`src/rtl/calc_pkg.sv`:
```
// Shared calculator definitions: sequencer states, operator encoding and the
// common number width used by the entry FSM, adder and display controller.
package calc_pkg;

  localparam int CALC_W = 10;

  localparam logic OP_ADD = 1'b0;
  localparam logic OP_SUB = 1'b1;

  typedef enum logic [1:0] {
    IDLE  = 2'd0,
    SHIFT = 2'd1,
    DONE  = 2'd2
  } state_e;

  // A subtract is a + ~b + 1, so its final carry is the inverse of the borrow.
  function automatic logic carry_to_flag(input logic op, input logic carry);
    return (op == OP_SUB) ? ~carry : carry;
  endfunction

endpackage

```
`src/rtl/serial_fa_bit.sv`:
```
// One-bit full-adder slice driven LSB-first by the serial adder sequencer.
module serial_fa_bit (
  input  logic a,
  input  logic b,
  input  logic cin,
  output logic s,
  output logic cout
);

  assign s    = a ^ b ^ cin;
  assign cout = (a & b) | (a & cin) | (b & cin);

endmodule

```
`src/rtl/serial_add_ctrl.sv`:
```
// Bit-serial add/subtract sequencer: accepts operands on start, streams them
// through a single full-adder slice LSB-first and reports sum plus carry/borrow.
module serial_add_ctrl
  import calc_pkg::*;
#(
  parameter int WIDTH = CALC_W,
  parameter int CNT_W = $clog2(WIDTH + 1)
) (
  input  logic             clk_in,
  input  logic             rst,
  input  logic             start,
  input  logic             op,
  input  logic [WIDTH-1:0] a,
  input  logic [WIDTH-1:0] b,
  output logic             busy,
  output logic             done,
  output logic [WIDTH-1:0] sum,
  output logic             flag
);

  localparam logic [CNT_W-1:0] LAST_CNT = CNT_W'(WIDTH - 1);

  state_e           state_q, state_d;
  logic [WIDTH-1:0] a_q, a_d;
  logic [WIDTH-1:0] b_q, b_d;
  logic [WIDTH-1:0] res_q, res_d;
  logic [CNT_W-1:0] cnt_q, cnt_d;
  logic             carry_q, carry_d;
  logic             flag_q, flag_d;
  logic             op_q, op_d;

  logic fa_s;
  logic fa_cout;
  logic accept;

  serial_fa_bit u_fa (
    .a    (a_q[0]),
    .b    (b_q[0]),
    .cin  (carry_q),
    .s    (fa_s),
    .cout (fa_cout)
  );

  // Start is only honoured when no operation is in flight.
  assign accept = start && ((state_q == IDLE) || (state_q == DONE));

  always_comb begin
    state_d = state_q;
    a_d     = a_q;
    b_d     = b_q;
    res_d   = res_q;
    cnt_d   = cnt_q;
    carry_d = carry_q;
    flag_d  = flag_q;
    op_d    = op_q;

    case (state_q)
      IDLE, DONE: begin
        if (accept) begin
          a_d     = a;
          b_d     = (op == OP_SUB) ? ~b : b;
          op_d    = op;
          carry_d = op;
          cnt_d   = '0;
          res_d   = '0;
          flag_d  = 1'b0;
          state_d = SHIFT;
        end else begin
          state_d = IDLE;
        end
      end

      SHIFT: begin
        a_d     = a_q >> 1;
        b_d     = b_q >> 1;
        res_d   = {fa_s, res_q[WIDTH-1:1]};
        carry_d = fa_cout;
        cnt_d   = cnt_q + CNT_W'(1);
        if (cnt_q == LAST_CNT) begin
          flag_d  = carry_to_flag(op_q, fa_cout);
          state_d = DONE;
        end
      end

      default: state_d = IDLE;
    endcase
  end

  always_ff @(posedge clk_in) begin
    if (rst) begin
      state_q <= IDLE;
      res_q   <= '0;
      cnt_q   <= '0;
      carry_q <= 1'b0;
      flag_q  <= 1'b0;
    end else begin
      state_q <= state_d;
      res_q   <= res_d;
      cnt_q   <= cnt_d;
      carry_q <= carry_d;
      flag_q  <= flag_d;
    end
  end

  // Operand shifters and the latched operator carry no reset; they are
  // always reloaded on accept before being consumed.
  always_ff @(posedge clk_in) begin
    a_q  <= a_d;
    b_q  <= b_d;
    op_q <= op_d;
  end

  assign busy = (state_q == SHIFT);
  assign done = (state_q == DONE);
  assign sum  = res_q;
  assign flag = flag_q;

  a_busy_done_excl: assert property (@(posedge clk_in) disable iff (rst) !(busy && done));
  a_done_follows_last_bit: assert property (@(posedge clk_in) disable iff (rst)
    (busy && (cnt_q == LAST_CNT)) |=> done);

endmodule

```
`config.mk`:
```
export PLATFORM = sky130hd
export DESIGN_NAME = serial_add_ctrl
export DESIGN_NICKNAME = d
export VERILOG_FILES = /design/src/rtl/calc_pkg.sv /design/src/rtl/serial_fa_bit.sv /design/src/rtl/serial_add_ctrl.sv
export SDC_FILE = /design/constraint.sdc
export NUM_CORES = 1
export LEC_CHECK = 0
export CAP_MARGIN = 30
export CORE_UTILIZATION = 55
export CTS_BUF_LIST = sky130_fd_sc_hd__clkbuf_8
export CTS_CLUSTER_DIAMETER = 120
export CTS_CLUSTER_SIZE = 10
export DETAILED_ROUTE_END_ITERATION = 10
export GPL_ROUTABILITY_DRIVEN = 1
export PLACE_DENSITY = 0.85
export SLEW_MARGIN = 10
export SYNTH_ARGS = -nofsm -noshare
export SYNTH_HDL_FRONTEND = slang
export SYNTH_SLANG_ARGS = --single-unit
```
`constraint.sdc`:
```
create_clock -name clk_in -period 4.59 [get_ports clk_in]
set_clock_uncertainty 0.05 [all_clocks]
set_input_delay 0.918 -clock clk_in [delete_from_list [all_inputs] [get_ports clk_in]]
set_output_delay 0.918 -clock clk_in [all_outputs]
set_load 0.05 [all_outputs]
```
Word level (Yosys, flattened, before mapping)
Cells that the tools add are included.
Widths: inputs -> output; s select.

storage, ports and cells
  output and inout port bits = 13
  input bits = 24
  register bits = 39
  word-level logic and storage cells = 49

cells by class
  equality and inequality tests = 5
  bitwise gates (word level) = 9
  reductions and logical operators = 8
  mux-type cells = 18
  add/sub/neg operators = 1

operator list
  cell                 count
  $pmux 10 s2          3
  $mux 10              4
  $not 10->10          1
  $pmux 4 s2           1
  $mux 1               5
  $add 4x1->4 const B  1
  $eq 4x4->1 const B   1
  $mux 4               1
  $pmux 1 s2           2
  $pmux 2 s2           1
  $reduce_and 2->1     2
  $and 1x1->1          3
  $reduce_and 3->1     1
  $eq 2x1->1 const B   1
  $eq 2x2->1 const B   1
  $logic_not 2->1      1
  $mux 2               1
  $ne 2x1->1 const B   1
  $ne 2x2->1 const B   1
  $or 1x1->1           2
  $reduce_bool 2->1    1
  $reduce_or 2->1      1
  $xor 1x1->1          2
  $logic_and 1x1->1    1
  other kinds (2)      2

Logic depth before layout (Yosys ltp)
Gate-level depths: netlist of the first run.

  depth after elaboration = 7
  mapped depth = 5
  gate-level depth less buffers = 5

Cells and area by module
Synthesis of the first run repeated with hierarchy kept, for this count alone.

second synthesis, totals
  cell total of the unflattened synthesis = 173
  area, all modules = 1702.9 µm²

by module, submodules not included
  module           area each (µm²)  instances  seq. area each (µm²)  cells each
  serial_add_ctrl  1682.9           1          991.0                 172
  serial_fa_bit    20.0             1          0.0                   1

Worst setup path after synthesis of the first run
OpenSTA, ideal clock, no wires.

  kind = input port to flip-flop
  start = in start
  end = reg a_q[0] (enable)
  library setup time = 377 ps
  slack = 2450 ps
  arrival = 1713 ps
  required time = 4163 ps
  buffers on the path = 2
  stages on the path = 4
  path through = nand2b_1 buf_4 buf_4 nand2_1

on the way
  longest elaborated chain between the ends = 3

ends and longest elaborated chain
  element                            RTL line                source
  start: declaration                 serial_add_ctrl.sv:11   input logic start,
  $logic_and 1x1->1                  serial_add_ctrl.sv:45   assign accept = start && ((state_q == IDLE) || (state_q == DONE));
  $ne 2x2->1 (no source line)        -
  $reduce_and 2->1 (no source line)  -
  end signal: assignment             serial_add_ctrl.sv:108  a_q <= a_d;
  end: declaration                   serial_add_ctrl.sv:24   logic [WIDTH-1:0] a_q, a_d;

Every way passes these cells.
A chain may end at the register's enable or synchronous reset.

Final worst setup path of the first run
  start = reg state_q[0]
  end = out busy

on the way
  longest elaborated chain between the ends = 1

ends and longest elaborated chain
  element                   RTL line                source
  start: declaration        serial_add_ctrl.sv:23   state_e state_q, state_d;
  start signal: assignment  serial_add_ctrl.sv:97   state_q <= state_d;
  $eq 2x1->1                serial_add_ctrl.sv:113  assign busy = (state_q == SHIFT);
  end: declaration          serial_add_ctrl.sv:15   output logic busy,

Every way passes these cells.

==> results of run 1 <==
-- cells in the mapped netlist --
cell type	n	area [µm²]
buf_2	7	35.03
a21oi_1	14	70.07
a21oi_2	1	8.760
or2_2	1	6.260
dfxtp_1	18	360.4
nand2_1	46	172.7
nor2_1	2	7.510
ha_1	2	25.02
nand3_1	16	80.08
inv_2	1	3.750
buf_4	2	15.01
clkbuf_1	2	7.510
edfxtp_1	21	630.6
a31oi_1	1	6.260
o21ai_0	9	45.04
nor3_1	2	10.01
nand2b_1	3	18.77
inv_1	5	18.77
or3_1	2	12.51
nand3b_1	2	15.01
fa_1	1	20.02
a2bb2oi_1	1	8.760
xor2_1	1	8.760
buf_6	1	11.26
xnor2_1	11	96.34
and2_1	1	6.260
and2b_1	1	7.510
nand2b_4	1	13.76
o211ai_1	1	7.510
-- registers in the layout (all words and copies together), names as in the netlist --
name	count
sum	10
flag	1
carry_q	1
a_q	10
cnt_q	4
state_q	2
op_q	1
b_q	10
-- per-layer routing --
layer | track usage (%) | vias to the layer above | wire, µm
li1 | - | 646 | -
met1 | 25.11 | 608 | 1285
met2 | 37.11 | 28 | 1685
met3 | 4.018 | 2 | 96
met4 | 7.143 | 0 | 14
met5 | 0 | - | 0
-- area by class of cell --
class                           instances  area [µm²]
Timing Repair Buffer                   36       360.3
Multi-Input combinational cell        119       646.9
Inverter                                6       22.52
Clock inverter                          3       12.51
Tap cell                               42       52.55
Fill cell                             220       721.9
Sequential cell                        39       991.0
Clock buffer                            5       68.82
-- worst min-delay path: cells and delay by family, from the launching register on --
family,cells,cell delay (ns)
DFF,1,0.33
and+or+nand+nor,1,0.06
AOI/OAI and AO/OA,1,0.05
-- where the power goes --
group | total [mW] | switching, mW | internal [mW]
sequential | 0.413 | 0.00980 | 0.404
clock | 0.209 | 0.107 | 0.102
combinational | 0.102 | 0.0583 | 0.0440
-- logic make-up (layout without fill, tap and decap cells) --
family | count (synthesis) | count (layout) | synth area share (%)
DFF | 39 | 39 | 57.31
and+or+nand+nor | 77 | 77 | 20.26
AOI/OAI and AO/OA | 27 | 27 | 8.467
buffers and inverters | 18 | 50 | 5.282
xor gates and xnor gates | 12 | 12 | 6.078
adders and majority gates | 3 | 3 | 2.605
-- per-stage QoR --
step | std cells | hold slack (ns)
6_report | 250 | 0.4277
5_1_grt | 250 | 0.4536
3_5_place_dp | 242 | 0.4196
4_1_cts | 250 | 0.4291
3_3_place_gp | 242 | 0.4068
2_1_floorplan | 176 | 0.3979
-- cell usage in the layout, fill, tap and decap left out --
master / n
a21oi_1: 14
a21oi_2: 1
a2bb2oi_1: 1
a31oi_1: 1
and2_1: 1
and2b_1: 1
clkbuf_8: 5
clkdlybuf4s50_1: 36
clkinv_2: 1
dfxtp_1: 18
edfxtp_1: 21
fa_1: 1
ha_1: 2
inv_1: 7
inv_2: 1
nand2_1: 46
nand2b_1: 3
nand2b_4: 1
nand3_1: 16
nand3b_1: 2
nor2_1: 2
nor3_1: 2
o211ai_1: 1
o21ai_0: 9
or2_2: 1
or3_1: 2
xnor2_1: 11
xor2_1: 1
-- worst max path at each step --
stage	startpoint	to	slack, ns
floorplan	start	a_q[0]$_DFFE_PP_	2.45
global placement	state_q[0]$_SDFFE_PP0P_	busy	1.60
detailed placement	state_q[0]$_SDFFE_PP0P_	busy	1.55
CTS	state_q[0]$_SDFFE_PP0P_	busy	1.24
global route	state_q[0]$_SDFFE_PP0P_	busy	1.11
finish	state_q[0]$_SDFFE_PP0P_	busy	1.26
==> results.ini, run 1 <==
[sta]
worst_slew_pin_slew_ns = 0.7978
relSlewSlack_pct = 46.68
final_max_slew_viol_count = 0
fin_setup_tns_ns = 0
period_share_pct = 72.63
grt_setup_unrepaired = false
hold_violations = 0
setup_viol = 0
fin_ws_ns = 1.256
fmax_mhz = 300.0
period_needed_ns = 3.334

[setup_path]
path_cells = nand2b_4, inv_2, clkdlybuf4s50_1
arrival_ns = 2.37
reg2reg_from = state_q[0]$_SDFFE_PP0P_
crit_cells = 3
critPathMaxStageDelay_ns = 0.93
r2r-end = b_q[1]$_DFFE_PP_
crit_fanout = 43
crit_family = buffers and inverters
critPathLaunchType = flip-flop
critPathKind = reg2out
crit_slowest_cell = clkdlybuf4s50_1
reg2reg_depth = 2
path_buf_inv = 2
required_ns = 3.62
end_kind = primary output
rrSetupSlack_ns = 2.50

[synthesis]
synth.distinct_cells = 29
ys_seq_area_share_pct = 57.31
synth.avg_cell_area_um2 = 9.825
synth_area_um2 = 1729
synth.net_count = 203
postSynthCellCount = 176
ys_warn_count = 0
synth_seq_cells = 39

[clock_network]
post_cts_buffers = 0
clockBufferDepth = 2
clock_latency_ns = 0.28
cts_tree = built
cts.reportedPaths.clkPinSlew_ns = 0.07
ctsResizeCount = 0
hold_buffers = 0
cts_root_buf = clkbuf_8
clock-sinks = 39
htree_levels = 2
cts_buffers = 5

[routing]
vias = 1284
drt-total-wl_um = 3082
route.detailed.drc = 1
drtIter0Drc = 69
first_pass_iters = 7
drt-vias-per-instance = 5.136
postRouteAntennaNets = 0
wl_per_cell_um = 12.33

[final_layout]
nNetsFinal = 234
utilization_pct = 74.90
syn_to_final_growth_pct = 24.60
antenna_cells = 0
drive_gt1_share_pct = 4.808
design_area_um2 = 2155

[grt]
grt_max_degree = 44
antenna_found_initial = 0
grt_pass1_wl_um = 5347
overflow = 0
first_global_vias = 1245
grt.total_usage_pct = 20.81

[flow_run]
drv_cap = 0

[hold_path]
hold_class = reg2reg
hold_start = sum[2]$_SDFFE_PP0P_
worstHoldEndpoint = sum[1]$_SDFFE_PP0P_
holdPathStages = 2

[die]
die_y_um = 58.07
dieArea_um2 = 3372
initial_core_util_pct = 60.11
fp.dieW_um = 58.07
core_um2 = 2877
pin_count = 37
num_rows = 19

[power]
power_uw = 724.9
leakage_nw = 0.7777
power.density_nw_per_um2 = 336.5
ir_drop_v = 0.0002403

[outcome]
failed_checks = design-rule violations
status = finished with violations

[placed_design]
gp_congestion = 0.7088
io_buffer_count = 36
pre_cts_slack_ns = 1.545
place_area_um2 = 2073
hpwl_um = 2126

No activity file was read; power rests on OpenSTA's default activity.
==> inputs of run 2 (changes only) <==
--- a/config.mk
+++ b/config.mk
@@ -6,13 +6,13 @@
 export NUM_CORES = 1
 export LEC_CHECK = 0
 export CAP_MARGIN = 30
-export CORE_UTILIZATION = 55
+export CORE_UTILIZATION = 47
 export CTS_BUF_LIST = sky130_fd_sc_hd__clkbuf_8
 export CTS_CLUSTER_DIAMETER = 120
 export CTS_CLUSTER_SIZE = 10
 export DETAILED_ROUTE_END_ITERATION = 10
 export GPL_ROUTABILITY_DRIVEN = 1
-export PLACE_DENSITY = 0.85
+export PLACE_DENSITY = 0.78
 export SLEW_MARGIN = 10
 export SYNTH_ARGS = -nofsm -noshare
 export SYNTH_HDL_FRONTEND = slang
==> constraint.sdc (replaced) <==
create_clock -name clk_in -period 3 [get_ports clk_in]
set_clock_uncertainty 0.05 [all_clocks]
set_input_delay 0.6 -clock clk_in [delete_from_list [all_inputs] [get_ports clk_in]]
set_output_delay 0.6 -clock clk_in [all_outputs]
set_load 0.05 [all_outputs]
==> run 2 against run 1 <==
The flow now finishes without violations; sequential share of layout area down 0.76 points; routed wire length up 2.2%; register-to-register slack lost 1.2 ns; die area up 16%; cell count up 2.4%; total power is 61% higher; first-iteration DRC count is 5.8% higher; critical path type unchanged; largest cell class unchanged; largest power group unchanged.
==> results.ini, run 2 (same netlist as run 1, synthesis figures left out) <==
[final_layout]
final-instance-count-excl-fill = 256  ; was 250
utilization_pct = 63.65  ; was 74.90%
drive_gt1_share_pct = 6.667  ; was 4.808%
layout_commonest_cell = nand2_1  ; unchanged
antenna_cells = 0  ; unchanged
fill_cells = 283  ; was 220
syn_to_final_growth_pct = 26.70  ; was 24.60%
nNetsFinal = 236  ; was 234
final_cell_mix = 46 x nand2_1, 35 x clkdlybuf4s50_1, 21 x edfxtp_1  ; was 46 x nand2_1, 36 x clkdlybuf4s50_1, 21 x edfxtp_1

[setup_path]
critPathLaunchType = flip-flop  ; unchanged
critPathKind = reg2out  ; unchanged
startpoint = state_q[0]$_SDFFE_PP0P_  ; unchanged
r2r-end = b_q[3]$_DFFE_PP_  ; was b_q[1]$_DFFE_PP_
required_ns = 2.35  ; was 3.62 ns
end_kind = primary output  ; unchanged
rrSetupSlack_ns = 1.26  ; was 2.50 ns
arrival_ns = 1.80  ; was 2.37 ns
reg2reg_from = state_q[0]$_SDFFE_PP0P_  ; unchanged
crit_fanout = 43  ; unchanged
reg2reg_depth = 3  ; was 2

[die]
pin_count = 37  ; unchanged
fp.dieW_um = 62.66  ; was 58.07 µm
core_um2 = 3442  ; was 2877 µm²
die_y_um = 62.66  ; was 58.07 µm
dieArea_um2 = 3926  ; was 3372 µm²
num_rows = 21  ; was 19
initial_core_util_pct = 50.24  ; was 60.11%

[hold_path]
hold_class = reg2reg  ; unchanged
holdPathStages = 2  ; unchanged
worstHoldEndpoint = sum[1]$_SDFFE_PP0P_  ; unchanged
hold_start = sum[2]$_SDFFE_PP0P_  ; unchanged

[placed_design]
gp_congestion = 0.7193  ; was 0.7088
io_buffer_count = 36  ; unchanged
placedCellCount = 248  ; was 242
hpwl_um = 2116  ; was 2126 µm

[sta]
grt_setup_unrepaired = false  ; unchanged
fin_setup_tns_ns = 0  ; unchanged
fmax_mhz = 407.3
worst_slew_pin_slew_ns = 0.6606  ; was 0.7978 ns
relSlewSlack_pct = 55.90  ; was 46.68%
period_needed_ns = 2.455
hold_violations = 0  ; unchanged
setup_viol = 0  ; unchanged
final_max_slew_viol_count = 0  ; unchanged
period_share_pct = 81.83

[power]
leakage_nw = 0.7937  ; was 0.7777 nW
power.density_nw_per_um2 = 531.9  ; was 336.5 nW/µm²
ir_drop_v = 0.0003076  ; was 0.0002403 V

[clock_network]
hold_buffers = 0  ; unchanged
htree_levels = 2  ; unchanged
cts_tree = built  ; unchanged
cts.reportedPaths.clkPinSlew_ns = 0.07  ; about the same
ctsResizeCount = 0  ; unchanged
cts_buffers = 5  ; unchanged
post_cts_buffers = 0  ; unchanged
clock-sinks = 39  ; unchanged
clockBufferDepth = 2  ; unchanged
clock_latency_ns = 0.28  ; about the same
cts_root_buf = clkbuf_8  ; unchanged

[routing]
wl_per_cell_um = 12.31  ; was 12.33 µm
drtIter0Drc = 73  ; was 69
drt-vias-per-instance = 4.973  ; was 5.136
postRouteAntennaNets = 0  ; unchanged
route.detailed.drc = 0  ; was 1
drt-total-wl_um = 3151  ; was 3082 µm
first_pass_iters = 4  ; was 7
vias = 1273  ; was 1,284

[grt]
grt_max_degree = 44  ; unchanged
grt_pass1_wl_um = 5506  ; was 5347 µm
antenna_found_initial = 0  ; unchanged
overflow = 0  ; unchanged
first_global_vias = 1251  ; was 1,245
grt.total_usage_pct = 18.26  ; was 20.81%

[flow_run]
drv_cap = 0  ; unchanged

[outcome]
status = finished, final reports clean  ; was finished with violations

run 2: cell count changes in the layout (fill, tap and decap cells not counted), sizes merged:
cell / before / now
clkbuf: 5 / 7
buf: 0 / 3
clkdlybuf4s50: 36 / 35
clkinv: 1 / 0
inv: 8 / 7
run 2: layout make-up:
class	instances	area [µm²]	area share, %
timing repair buffer	38	372.9	17.02
clock buffer	7	96.34	4.397
multi-input combinational	119	646.9	29.53
sequential	39	991.0	45.23
clock inverter	1	3.754	0.1713
tap	46	57.56	2.627
inverter	6	22.52	1.028
run 2: worst max-delay path by stage:
stage | to | slack, ns | cells after the start
after floorplan | a_q[0]$_DFFE_PP_ | 1.18 | 4
after global placement | busy | 0.92 | 3
after detailed placement | busy | 0.86 | 3
after CTS | busy | 0.53 | 3
after global routing | busy | 0.42 | 3
final | busy | 0.55 | 3
run 2: critical path, stage by stage (launching register included):
cell and delay [ns]:
dfxtp_1 0.40, nand2b_4 0.22, inv_2 0.56, buf_4 0.32
run 2: metrics by stage:
stage | power (mW) | setup slack, ns | hold slack, ns | cell area [µm²]
global route | 1.225 | 0.4168 | 0.4364 | 2191
floorplan | 0.7482 | 1.178 | 0.3979 | 1729
detailed placement | 0.8054 | 0.8578 | 0.4121 | 2091
global placement | 0.7968 | 0.9160 | 0.4041 | 2091
CTS | 1.184 | 0.5337 | 0.4225 | 2191
finish | 1.165 | 0.5450 | 0.4169 | 2191
run 2: report_power, final:
group | total [mW] | internal [mW] | switching, mW
Clock | 0.373 | 0.206 | 0.167
Combinational | 0.161 | 0.0700 | 0.0909
Sequential | 0.632 | 0.617 | 0.0147
Total | 1.17 | 0.893 | 0.272
run 2: metal layers:
metal / routed length, µm / vias up / share of wire [%] / global-route usage (%)
li1: - / 655 / - / -
met1: 1474 / 590 / 47 / 21.99
met2: 1507 / 22 / 48 / 29.89
met3: 109 / 6 / 3.5 / 4.562
met4: 59 / 0 / 1.9 / 9.884
met5: 0 / - / 0 / 0
